**src/rtl/cache_pkg.sv**
```systemverilog
// rtl/cache_pkg.sv - shared cache line layout, widths and miss-handler states
package cache_pkg;

    localparam int VALID    = 8;
    localparam int LRU      = 7;
    localparam int DIRTY    = 6;
    localparam int TAG_MSB  = 5;
    localparam int TAG_LSB  = 3;
    localparam int DATA_MSB = 2;
    localparam int DATA_LSB = 0;

    localparam int ADDR_W = 5;
    localparam int TAG_W  = 3;
    localparam int DATA_W = 3;
    localparam int IDX_W  = 2;
    localparam int WAYS   = 4;
    localparam int LINE_W = 9;

    typedef enum logic [1:0] {
        ST_IDLE  = 2'd0,
        ST_WB    = 2'd1,
        ST_FETCH = 2'd2,
        ST_FILL  = 2'd3
    } miss_state_e;

    // Freshly filled lines are always valid and most-recently-used.
    function automatic logic [LINE_W-1:0] make_fill_line(
        input logic              dirty,
        input logic [TAG_W-1:0]  tag,
        input logic [DATA_W-1:0] data
    );
        return {1'b1, 1'b1, dirty, tag, data};
    endfunction

endpackage

```
**src/rtl/cache_miss_ctrl_if.sv**
```systemverilog
// rtl/cache_miss_ctrl_if.sv - miss, fill and memory handshake bundle of the miss controller
interface cache_miss_ctrl_if;
    import cache_pkg::*;

    logic                     miss_valid;
    logic                     miss_ready;
    logic [ADDR_W-1:0]        miss_addr;
    logic                     miss_write;
    logic [DATA_W-1:0]        miss_data;
    logic [WAYS*LINE_W-1:0]   set_lines;

    logic                     fill_valid;
    logic [IDX_W-1:0]         fill_way;
    logic [IDX_W-1:0]         fill_index;
    logic [LINE_W-1:0]        fill_line;

    logic                     mem_req;
    logic                     mem_we;
    logic [ADDR_W-1:0]        mem_addr;
    logic [DATA_W-1:0]        mem_wdata;
    logic                     mem_ack;
    logic [DATA_W-1:0]        mem_rdata;

    modport master (
        output miss_valid, miss_addr, miss_write, miss_data, set_lines, mem_ack, mem_rdata,
        input  miss_ready, fill_valid, fill_way, fill_index, fill_line,
        input  mem_req, mem_we, mem_addr, mem_wdata
    );

    modport slave (
        input  miss_valid, miss_addr, miss_write, miss_data, set_lines, mem_ack, mem_rdata,
        output miss_ready, fill_valid, fill_way, fill_index, fill_line,
        output mem_req, mem_we, mem_addr, mem_wdata
    );

endinterface

```
**src/rtl/victim_select.sv**
```systemverilog
// rtl/victim_select.sv - picks the replacement way: first invalid, else first non-LRU, else way 0
module victim_select
    import cache_pkg::*;
(
    input  logic [WAYS*LINE_W-1:0] set_lines,
    output logic [IDX_W-1:0]       way,
    output logic [LINE_W-1:0]      vline
);

    logic found_inv;
    logic found_lru;
    logic [IDX_W-1:0] inv_way;
    logic [IDX_W-1:0] lru_way;

    always_comb begin
        found_inv = 1'b0;
        found_lru = 1'b0;
        inv_way   = '0;
        lru_way   = '0;
        for (int i = 0; i < WAYS; i++) begin
            if (!found_inv && !set_lines[i*LINE_W + VALID]) begin
                found_inv = 1'b1;
                inv_way   = IDX_W'(i);
            end
            if (!found_lru && !set_lines[i*LINE_W + LRU]) begin
                found_lru = 1'b1;
                lru_way   = IDX_W'(i);
            end
        end
    end

    always_comb begin
        if (found_inv)      way = inv_way;
        else if (found_lru) way = lru_way;
        else                way = '0;
    end

    always_comb begin
        vline = '0;
        for (int i = 0; i < WAYS; i++) begin
            if (way == IDX_W'(i)) vline = set_lines[i*LINE_W +: LINE_W];
        end
    end

endmodule

```
**src/rtl/cache_miss_ctrl.sv**
```systemverilog
// rtl/cache_miss_ctrl.sv - miss handler: victim choice, dirty write-back, fetch and fill
module cache_miss_ctrl
    import cache_pkg::*;
#(
    parameter int TIMEOUT = 15
) (
    input  logic              clock,
    input  logic              reset_n,
    cache_miss_ctrl_if.slave  bus,
    output logic              err,
    output logic [7:0]        wb_count
);

    localparam logic [1:0] S_IDLE  = ST_IDLE;
    localparam logic [1:0] S_WB    = ST_WB;
    localparam logic [1:0] S_FETCH = ST_FETCH;
    localparam logic [1:0] S_FILL  = ST_FILL;

    logic [1:0]        state;
    logic [ADDR_W-1:0] addr_q;
    logic              write_q;
    logic [DATA_W-1:0] data_q;
    logic [DATA_W-1:0] rdata_q;
    logic [IDX_W-1:0]  way_q;
    logic [TAG_W-1:0]  vtag_q;
    logic [DATA_W-1:0] vdata_q;
    logic [3:0]        tmo_q;
    logic              err_q;

    logic [IDX_W-1:0]  vs_way;
    logic [LINE_W-1:0] vs_line;
    logic              accept;
    logic              timeout_hit;

    victim_select u_victim_select (
        .set_lines (bus.set_lines),
        .way       (vs_way),
        .vline     (vs_line)
    );

    assign accept      = bus.miss_valid && (state == S_IDLE);
    assign timeout_hit = (tmo_q == 4'(TIMEOUT - 1));

    always_ff @(posedge clock or negedge reset_n) begin
        if (!reset_n) begin
            state    <= S_IDLE;
            addr_q   <= '0;
            write_q  <= 1'b0;
            data_q   <= '0;
            rdata_q  <= '0;
            way_q    <= '0;
            vtag_q   <= '0;
            vdata_q  <= '0;
            tmo_q    <= '0;
            err_q    <= 1'b0;
            wb_count <= '0;
        end else begin
            err_q <= 1'b0;
            case (state)
                S_IDLE: begin
                    if (accept) begin
                        addr_q  <= bus.miss_addr;
                        write_q <= bus.miss_write;
                        data_q  <= bus.miss_data;
                        way_q   <= vs_way;
                        vtag_q  <= vs_line[TAG_MSB:TAG_LSB];
                        vdata_q <= vs_line[DATA_MSB:DATA_LSB];
                        tmo_q   <= '0;
                        if (vs_line[VALID] && vs_line[DIRTY]) state <= S_WB;
                        else if (bus.miss_write)              state <= S_FILL;
                        else                                  state <= S_FETCH;
                    end
                end
                S_WB: begin
                    if (bus.mem_ack) begin
                        if (wb_count != 8'hFF) wb_count <= wb_count + 8'd1;
                        tmo_q <= '0;
                        state <= write_q ? S_FILL : S_FETCH;
                    end else if (timeout_hit) begin
                        err_q <= 1'b1;
                        state <= S_IDLE;
                    end else begin
                        tmo_q <= tmo_q + 4'd1;
                    end
                end
                S_FETCH: begin
                    if (bus.mem_ack) begin
                        rdata_q <= bus.mem_rdata;
                        state   <= S_FILL;
                    end else if (timeout_hit) begin
                        err_q <= 1'b1;
                        state <= S_IDLE;
                    end else begin
                        tmo_q <= tmo_q + 4'd1;
                    end
                end
                default: state <= S_IDLE;
            endcase
        end
    end

    // Outputs decode from state so an async reset drops the memory request immediately.
    always_comb begin
        bus.miss_ready = (state == S_IDLE);
        bus.mem_req    = (state == S_WB) || (state == S_FETCH);
        bus.mem_we     = (state == S_WB);
        bus.mem_addr   = '0;
        bus.mem_wdata  = '0;
        if (state == S_WB) begin
            bus.mem_addr  = {vtag_q, addr_q[IDX_W-1:0]};
            bus.mem_wdata = vdata_q;
        end else if (state == S_FETCH) begin
            bus.mem_addr  = addr_q;
        end
    end

    always_comb begin
        bus.fill_valid = (state == S_FILL);
        bus.fill_way   = way_q;
        bus.fill_index = addr_q[IDX_W-1:0];
        bus.fill_line  = '0;
        if (state == S_FILL)
            bus.fill_line = make_fill_line(write_q, addr_q[ADDR_W-1:IDX_W],
                                           write_q ? data_q : rdata_q);
    end

    assign err = err_q;

endmodule

```
**src/flat_wrapper.sv**
```systemverilog
// flat-port wrapper written by rule: the top's interface ports become plain ports
module cache_miss_ctrl_flat import cache_pkg::*;
#(
    parameter int TIMEOUT = 15
)
  (clock, reset_n, err, wb_count, bus_miss_valid, bus_miss_addr, bus_miss_write, bus_miss_data, bus_set_lines, bus_mem_ack, bus_mem_rdata, bus_miss_ready, bus_fill_valid, bus_fill_way, bus_fill_index, bus_fill_line, bus_mem_req, bus_mem_we, bus_mem_addr, bus_mem_wdata);
  cache_miss_ctrl_if bus_i ();
  input  logic clock;
  input  logic reset_n;
  output logic err;
  output logic [7:0] wb_count;
  input wire logic [$bits(bus_i.miss_valid)-1:0] bus_miss_valid;
  input wire logic [$bits(bus_i.miss_addr)-1:0] bus_miss_addr;
  input wire logic [$bits(bus_i.miss_write)-1:0] bus_miss_write;
  input wire logic [$bits(bus_i.miss_data)-1:0] bus_miss_data;
  input wire logic [$bits(bus_i.set_lines)-1:0] bus_set_lines;
  input wire logic [$bits(bus_i.mem_ack)-1:0] bus_mem_ack;
  input wire logic [$bits(bus_i.mem_rdata)-1:0] bus_mem_rdata;
  output wire logic [$bits(bus_i.miss_ready)-1:0] bus_miss_ready;
  output wire logic [$bits(bus_i.fill_valid)-1:0] bus_fill_valid;
  output wire logic [$bits(bus_i.fill_way)-1:0] bus_fill_way;
  output wire logic [$bits(bus_i.fill_index)-1:0] bus_fill_index;
  output wire logic [$bits(bus_i.fill_line)-1:0] bus_fill_line;
  output wire logic [$bits(bus_i.mem_req)-1:0] bus_mem_req;
  output wire logic [$bits(bus_i.mem_we)-1:0] bus_mem_we;
  output wire logic [$bits(bus_i.mem_addr)-1:0] bus_mem_addr;
  output wire logic [$bits(bus_i.mem_wdata)-1:0] bus_mem_wdata;
  assign bus_i.miss_valid = bus_miss_valid;
  assign bus_i.miss_addr = bus_miss_addr;
  assign bus_i.miss_write = bus_miss_write;
  assign bus_i.miss_data = bus_miss_data;
  assign bus_i.set_lines = bus_set_lines;
  assign bus_i.mem_ack = bus_mem_ack;
  assign bus_i.mem_rdata = bus_mem_rdata;
  assign bus_miss_ready = bus_i.miss_ready;
  assign bus_fill_valid = bus_i.fill_valid;
  assign bus_fill_way = bus_i.fill_way;
  assign bus_fill_index = bus_i.fill_index;
  assign bus_fill_line = bus_i.fill_line;
  assign bus_mem_req = bus_i.mem_req;
  assign bus_mem_we = bus_i.mem_we;
  assign bus_mem_addr = bus_i.mem_addr;
  assign bus_mem_wdata = bus_i.mem_wdata;
  cache_miss_ctrl #(.TIMEOUT(TIMEOUT)) u_core (.clock(clock), .reset_n(reset_n), .bus(bus_i), .err(err), .wb_count(wb_count));
endmodule
```
**config.mk**
```make
export PLATFORM = sky130hd
export DESIGN_NAME = cache_miss_ctrl_flat
export DESIGN_NICKNAME = d
export VERILOG_FILES = /design/src/rtl/cache_pkg.sv /design/src/rtl/cache_miss_ctrl_if.sv /design/src/rtl/victim_select.sv /design/src/rtl/cache_miss_ctrl.sv /design/src/flat_wrapper.sv
export SDC_FILE = /design/constraint.sdc
export NUM_CORES = 1
export LEC_CHECK = 0
export CAP_MARGIN = 40
export CORE_AREA = 2 2 71 73
export CTS_CLUSTER_DIAMETER = 40
export DETAILED_ROUTE_END_ITERATION = 7
export DIE_AREA = 0 0 73 75
export PLACE_DENSITY = 0.95
export SLEW_MARGIN = 20
export SYNTH_ARGS = -nofsm -noshare
export SYNTH_HDL_FRONTEND = slang
export SYNTH_SLANG_ARGS = --single-unit
```
**constraint.sdc**
```tcl
create_clock -name clock -period 3.8 [get_ports clock]
set_input_delay 0.57 -clock clock [delete_from_list [all_inputs] [get_ports clock]]
set_output_delay 0.57 -clock clock [all_outputs]
set_load 0.05 [all_outputs]
```
==> flow_summary_export.csv, run 1 <==
group,metric,value,unit
yosys,ys_seq_elements,35,
yosys,synth_flop_cell,"dfrtp_1",
die,row_count,25,
timing,finClkSkew,0.004859,ns
grt,grt_usage,0.1921,
pwr,power_per_cell_area,714.5,mW/mm²
yosys,asyncSetResetFlopFracSynth,1.000,
route,route.vias.total,1879,
yosys,library_cells_used_by_synthesis,47,
outcome,status,"finished clean",
flow_run,cap_violations,0,
pwr,power.total,2.188,mW
clock_tree,cts_tree,"yes",
yosys,synthesis.nets,259,
yosys,yosys-top-cells-area,"dfrtp_1 (42%), mux2_2 (8.6%), ha_1 (4.2%), nand2_1 (3.4%), nor2b_1 (2.7%)",
worst_setup_path,worst_path_max_delay_cell,"clkdlybuf4s50_1",
die,coreArea,0.004661,mm²
grt,gr-total-overflow,0,
final_layout,most_frequent_standard_cell_in_the_layout_excluding_fill_and_tap_cells,"clkdlybuf4s50_1",
placed_design,buffer_ports.inserted,85,
timing,setup_viol,0,
final_layout,n_antenna_cell,0,
route,route.detailed.vias_per_inst,5.559,
die,num_io_pins,86,
timing,max_slew.worst_pin.slew,0.5697,ns
clock_tree,cts-buffers-inserted,5,
final_layout,final.fill_count,374,
placed_design,detailed_place_hpwl,4065,µm
timing,maxSlewViolCount,0,
timing,layout_min_cycle_time,2.962,ns
clock_tree,cts_root_buf,"clkbuf_8",
route,finalWirelength,5319,µm
route,wl_per_cell,15.74,µm
pwr,power.ir.vdd_worst,0.4606,mV
worst_setup_path,timing.critical_path.from,"u_core.state[0]$_DFFE_PN0P_",
worst_setup_path,path_buf_inv,2,
yosys,yosysWarnings,0,
die,initial_utilization,0.4475,
worst_setup_path,worst-path-max-fanout,6,
clock_tree,clkSlewWorstSetupHoldPaths,0.07,ns
worst_hold_path,holdCritPathClass,"in2async",
yosys,post-synth-top-area-cell,"dfrtp_1",
route,antenna_violating_nets_post_route,0,
clock_tree,cts-htree-levels,2,
timing,max-slew-margin-rel,0.6162,
worst_setup_path,timing.critical_path.to_type,"output port",
worst_setup_path,critPathMaxStageDelay,0.80,ns
yosys,avgSynthCellArea,10.43,µm²
clock_tree,ctsHoldBuffers,0,
final_layout,area_growth,46.85,%
worst_setup_path,critical_path.cell_chain,"inv_1 -> ha_1 -> nor2b_1 -> a22o_1 -> clkdlybuf4s50_1",
die,fp.dieW,73,µm
worst_setup_path,critical_path.top_delay_family,"buffers and inverters",
timing,fin_setup_tns,0,ns
timing,grt_setup_unrepaired,"no",
final_layout,ff_latch_area,875.8,µm²
route,detailed_routing_iteration_count_for_the_pre_antenna_repair_pass,4,
die,dieHeight,75,µm
worst_setup_path,crit_path_start_kind,"register",
clock_tree,numClockSinks,35,
placed_design,gp_routability_congestion,0.7355,
grt,maximum_number_of_pins_on_one_net_before_global_route_repair,36,
final_layout,drive_above_1_share,0.1232,
final_layout,final_cell_mix,"clkdlybuf4s50_1 (84), dfrtp_1 (35), nand2_1 (19)",
worst_setup_path,crit_required,3.23,ns
timing,period_utilisation_layout,0.7793,
worst_setup_path,critical_path_class,"reg2out",
grt,grt_pass1_wl,8148,µm
pwr,leakage,1.290,nW
clock_tree,clockBufferDepth,2,
grt,antenna_found_initial,0,
clock_tree,cts-resized-gates,0,
grt,first_global_vias,1735,
yosys,synth_area,0.002086,mm²
clock_tree,postCtsSetupRepairBufs,0,
yosys,netlist.area_leader.share,0.4199,
worst_setup_path,timing.critical_path.arrival,2.39,ns
final_layout,nets,342,
yosys,post_synth_inst_count,200,
route,drt_drc_violations_left,0,
yosys,synth-seq-area-share,0.4199,
final_layout,total_area_of_multi_input_combinational_cells,0.001124,mm²
clock_tree,clock_latency,0.28,ns
worst_setup_path,timing.rr.start,"u_core.state[1]$_DFFE_PN0P_",
timing,maxClockFrequency,337.7,MHz
die,die_area,0.005475,mm²
route,detail_route.iter0.violations,123,
timing,finalHoldViolations,0,
yosys,synth_enable_flop_cells,0,
[logic make-up (layout without fill, tap and decap cells)]
logic type	Yosys count	after routing	share of synthesized area
buf+inv	15	99	0.04139
fa+ha+maj	7	7	0.04199
mux	22	22	0.1272
simple gates	71	71	0.1800
compound gates	43	43	0.1602
xor+xnor	7	7	0.02939
flops	35	35	0.4199
[final timing paths]
| kind | cells after the start | to | slack (ns) |
|---|---|---|---|
| worst min-delay path | 1 | u_core.wb_count[4]$_DFFE_PN0P_ | 0.10 |
| min in group clock | 2 | u_core.vdata_q[0]$_DFFE_PN0P_ | 0.49 |
| max in group asynchronous | 2 | u_core.vtag_q[1]$_DFFE_PN0P_ | 3.31 |
| worst max-delay path | 5 | bus_mem_addr[2] | 0.84 |
| worst max register to register | 6 | u_core.tmo_q[0]$_DFFE_PN0P_ | 1.75 |
| worst min register to register | 2 | u_core.vdata_q[0]$_DFFE_PN0P_ | 0.49 |
[layout make-up]
class / count / area share
Inverter: 4 / 0.004902
Tap cell: 54 / 0.02206
Sequential cell: 35 / 0.2859
Multi-Input combinational cell: 150 / 0.3668
Clock buffer: 8 / 0.03268
Timing Repair Buffer: 87 / 0.2876
[Yosys cell counts (all sizes together) (2+ instances only)]
cell type	n
a21boi	5
a21oi	6
a22o	4
a31o	3
and2	8
and3	6
buf	6
clkbuf	5
dfrtp	35
ha	7
inv	4
mux2	16
mux2i	4
mux4	2
nand2	19
nand2b	3
nand3	4
nand4	5
nor2	8
nor2b	9
nor3	6
o21ai	5
o31ai	4
o32ai	4
xnor2	4
xor2	3
[per-layer routing]
| metal | wire (µm) | global-route usage | vias to the layer above | part of all wire |
|---|---|---|---|---|
| met5 | 0 | 0 | - | 0 |
| met4 | 56 | 0.04938 | 0 | 0.011 |
| met3 | 260 | 0.05221 | 6 | 0.049 |
| met2 | 2805 | 0.3183 | 63 | 0.53 |
| met1 | 2197 | 0.2509 | 913 | 0.41 |
| li1 | - | - | 897 | - |
[metrics by stage]
step	hold slack [ns]	setup slack, ns	instance area (µm²)	util	std cells
global route	0.09614	0.6689	3063	0.6572	338
finish	0.1029	0.8385	3063	0.6572	338
CTS	0.3901	0.8394	3028	0.6497	336
global placement	0.4520	1.197	2928	0.6282	328
floorplan	0.2744	1.175	2086	-	200
detailed placement	0.4607	1.118	2928	0.6282	328
[registers in the layout (all words and copies together) (netlist names), 3 cells and up]
register,flops
u_core.vdata_q,3
u_core.tmo_q,4
u_core.wb_count,8
u_core.data_q,3
u_core.addr_q,5
u_core.rdata_q,3
u_core.vtag_q,3
[worst reg2reg max path, stage by stage, from the launching register on]
cell	delay (ns)
dfrtp_1	0.43
inv_1	0.09
ha_1	0.35
nor2b_1	0.20
o21ai_0	0.47
o21ai_0	0.16
a22o_1	0.25
[power breakdown]
| part | switching [mW] | internal [mW] | total, mW |
|---|---|---|---|
| registers | 0.121 | 0.518 | 0.639 |
| clock network | 0.125 | 0.165 | 0.290 |
| logic | 0.750 | 0.509 | 1.26 |
Note: power is estimated with default switching activity, not from simulation.
==> run 2: changes to the inputs <==
- CORE_AREA: 2 2 71 73 -> 2 2 77 79
- DIE_AREA: 0 0 73 75 -> 0 0 79 81
- PLACE_DENSITY: 0.95 -> 0.86
- clock period: 3.8 -> 2.5 ns (I/O delays scaled with it)
==> flow_summary_export.csv, run 2 (synthesis gave the netlist of run 1 again) <==
group,metric,value,unit
outcome,status,"finished clean",
route,finalWirelength,4952,µm
placed_design,detailed_place.area,0.002984,mm²
worst_setup_path,critical_path.top_delay_family,"buffers and inverters",
placed_design,buffer_ports.inserted,85,
die,initial_utilization,0.3675,
die,dieHeight,81,µm
clock_tree,clock_latency,0.29,ns
die,die_area,0.006399,mm²
timing,layout_min_cycle_time,2.346,ns
worst_setup_path,path_buf_inv,2,
worst_setup_path,critical_path.cell_chain,"inv_1 -> ha_1 -> clkdlybuf4s50_1",
final_layout,final_design_area_no_fill,0.003099,mm²
die,num_io_pins,86,
clock_tree,cts-htree-levels,2,
grt,grt_pass1_wl,8148,µm
clock_tree,clkSlewWorstSetupHoldPaths,0.07,ns
pwr,leakage,1.344,nW
route,wl_per_cell,13.60,µm
final_layout,largest_registers,"u_core.wb_count (8), u_core.addr_q (5), u_core.tmo_q (4)",
clock_tree,cts_root_buf,"clkbuf_8",
worst_setup_path,timing.critical_path.arrival,1.97,ns
pwr,power_per_cell_area,1073,mW/mm²
worst_setup_path,timing.critical_path.from,"u_core.state[1]$_DFFE_PN0P_",
route,route.vias.total,1846,
die,fp.dieW,79,µm
timing,grt_setup_unrepaired,"no",
final_layout,final_cell_mix,"clkdlybuf4s50_1 (66), dfrtp_1 (35), buf_4 (20)",
timing,maxClockFrequency,426.3,MHz
route,detail_route.iter0.violations,115,
grt,grt_usage,0.1595,
pwr,power.total,3.325,mW
worst_setup_path,timing.critical_path.to,"bus_mem_we",
timing,setup_viol,0,
worst_setup_path,cp.depth,3,
worst_setup_path,rrSetupSlack,0.58,ns
timing,max_slew.worst_pin.slew,0.5806,ns
route,route.detailed.vias_per_inst,5.071,
flow_run,cap_violations,0,
worst_setup_path,worst-path-max-fanout,8,
worst_hold_path,holdCritPathClass,"in2async",
clock_tree,postCtsSetupRepairBufs,0,
final_layout,registers.top_by_ff_count,"u_core.wb_count",
grt,maximum_number_of_pins_on_one_net_before_global_route_repair,36,
die,row_count,28,
clock_tree,numClockSinks,35,
worst_setup_path,crit_path_start_kind,"register",
final_layout,drive_above_1_share,0.1972,
timing,maxSlewViolCount,0,
final_layout,n_antenna_cell,0,
timing,finalHoldViolations,0,
clock_tree,ctsHoldBuffers,0,
final_layout,most_frequent_standard_cell_in_the_layout_excluding_fill_and_tap_cells,"clkdlybuf4s50_1",
final_layout,nets,347,
timing,finClkSkew,0.007983,ns
clock_tree,cts-buffers-inserted,5,
timing,period_utilisation_layout,0.9384,
route,drt_drc_violations_left,0,
worst_setup_path,timing.critical_path.to_type,"output port",
placed_design,gp_routability_congestion,0.8031,
route,detailed_routing_iteration_count_for_the_pre_antenna_repair_pass,4,
worst_setup_path,critPathMaxStageDelay,0.86,ns
clock_tree,clockBufferDepth,2,
worst_setup_path,worst_path_max_delay_cell,"clkdlybuf4s50_1",
clock_tree,cts_tree,"yes",
grt,antenna_found_initial,0,
worst_setup_path,r2r-end,"u_core.tmo_q[0]$_DFFE_PN0P_",
final_layout,largest_register_ffs,8,
final_layout,area_growth,48.59,%
clock_tree,cts-resized-gates,0,
worst_setup_path,worstRegToRegCells,5,
pwr,power.ir.vdd_worst,0.5439,mV
route,antenna_violating_nets_post_route,0,
worst_setup_path,crit_required,2.12,ns
timing,max-slew-margin-rel,0.6088,
grt,first_global_vias,1848,
placed_design,detailed_place_hpwl,3885,µm
worst_setup_path,critical_path_class,"reg2out",
grt,gr-total-overflow,0,
worst_setup_path,timing.rr.start,"u_core.state[0]$_DFFE_PN0P_",
timing,fin_setup_tns,0,ns
die,coreArea,0.005675,mm²
[run 2: cell types whose count changed in the layout (fill, tap and decap cells not counted), moves of 2 or more]
cell | before | now
clkdlybuf4s50_1 | 84 | 66
clkbuf_8 | 7 | 5
buf_12 | 1 | 4
buf_4 | 0 | 20
[run 2: cell type report]
class / instances / area (µm²)
Clock buffer: 6 / 72.57
Clock inverter: 2 / 12.51
Fill cell: 510 / 2576
Inverter: 4 / 15.01
Multi-Input combinational cell: 150 / 1124
Sequential cell: 35 / 875.8
Tap cell: 75 / 93.84
Timing Repair Buffer: 92 / 905.9
[run 2: routing by layer]
| metal | share of wire | GRT usage | vias to the layer above |
|---|---|---|---|
| li1 | - | - | 904 |
| met1 | 0.41 | 0.1745 | 869 |
| met2 | 0.51 | 0.3042 | 69 |
| met3 | 0.072 | 0.05000 | 4 |
| met4 | 0.0073 | 0.03103 | 0 |
| met5 | 0 | 0 | - |
[run 2: worst min-delay path by stage]
stage,endpoint,from,slack (ns)
global route,u_core.wb_count[2]$_DFFE_PN0P_,reset_n,0.40
CTS,u_core.wb_count[2]$_DFFE_PN0P_,reset_n,0.18
finish,u_core.wb_count[2]$_DFFE_PN0P_,reset_n,0.41
floorplan,u_core.addr_q[0]$_DFFE_PN0P_,reset_n,0.08
detailed placement,u_core.vdata_q[1]$_DFFE_PN0P_,u_core.vdata_q[1]$_DFFE_PN0P_,0.46
global placement,u_core.vdata_q[0]$_DFFE_PN0P_,u_core.vdata_q[0]$_DFFE_PN0P_,0.45
[run 2: per-stage QoR]
stage	hold slack, ns	setup slack [ns]	instances	util
detailed placement	0.4605	0.1227	354	0.5258
global placement	0.4549	0.1770	354	0.5258
CTS	0.1801	0.1360	362	0.5408
global route	0.4047	0.05797	364	0.5461
floorplan	0.07941	0.07006	200	-
finish	0.4103	0.1541	364	0.5461
[run 2: power breakdown]
group / switching [mW] / internal [mW] / total, mW / leakage, nW
Combinational: 1.16 / 0.815 / 1.97 / 0.862
Clock: 0.200 / 0.194 / 0.394 / 0.0412
Sequential: 0.172 / 0.787 / 0.959 / 0.441
Total: 1.53 / 1.80 / 3.33 / 1.34
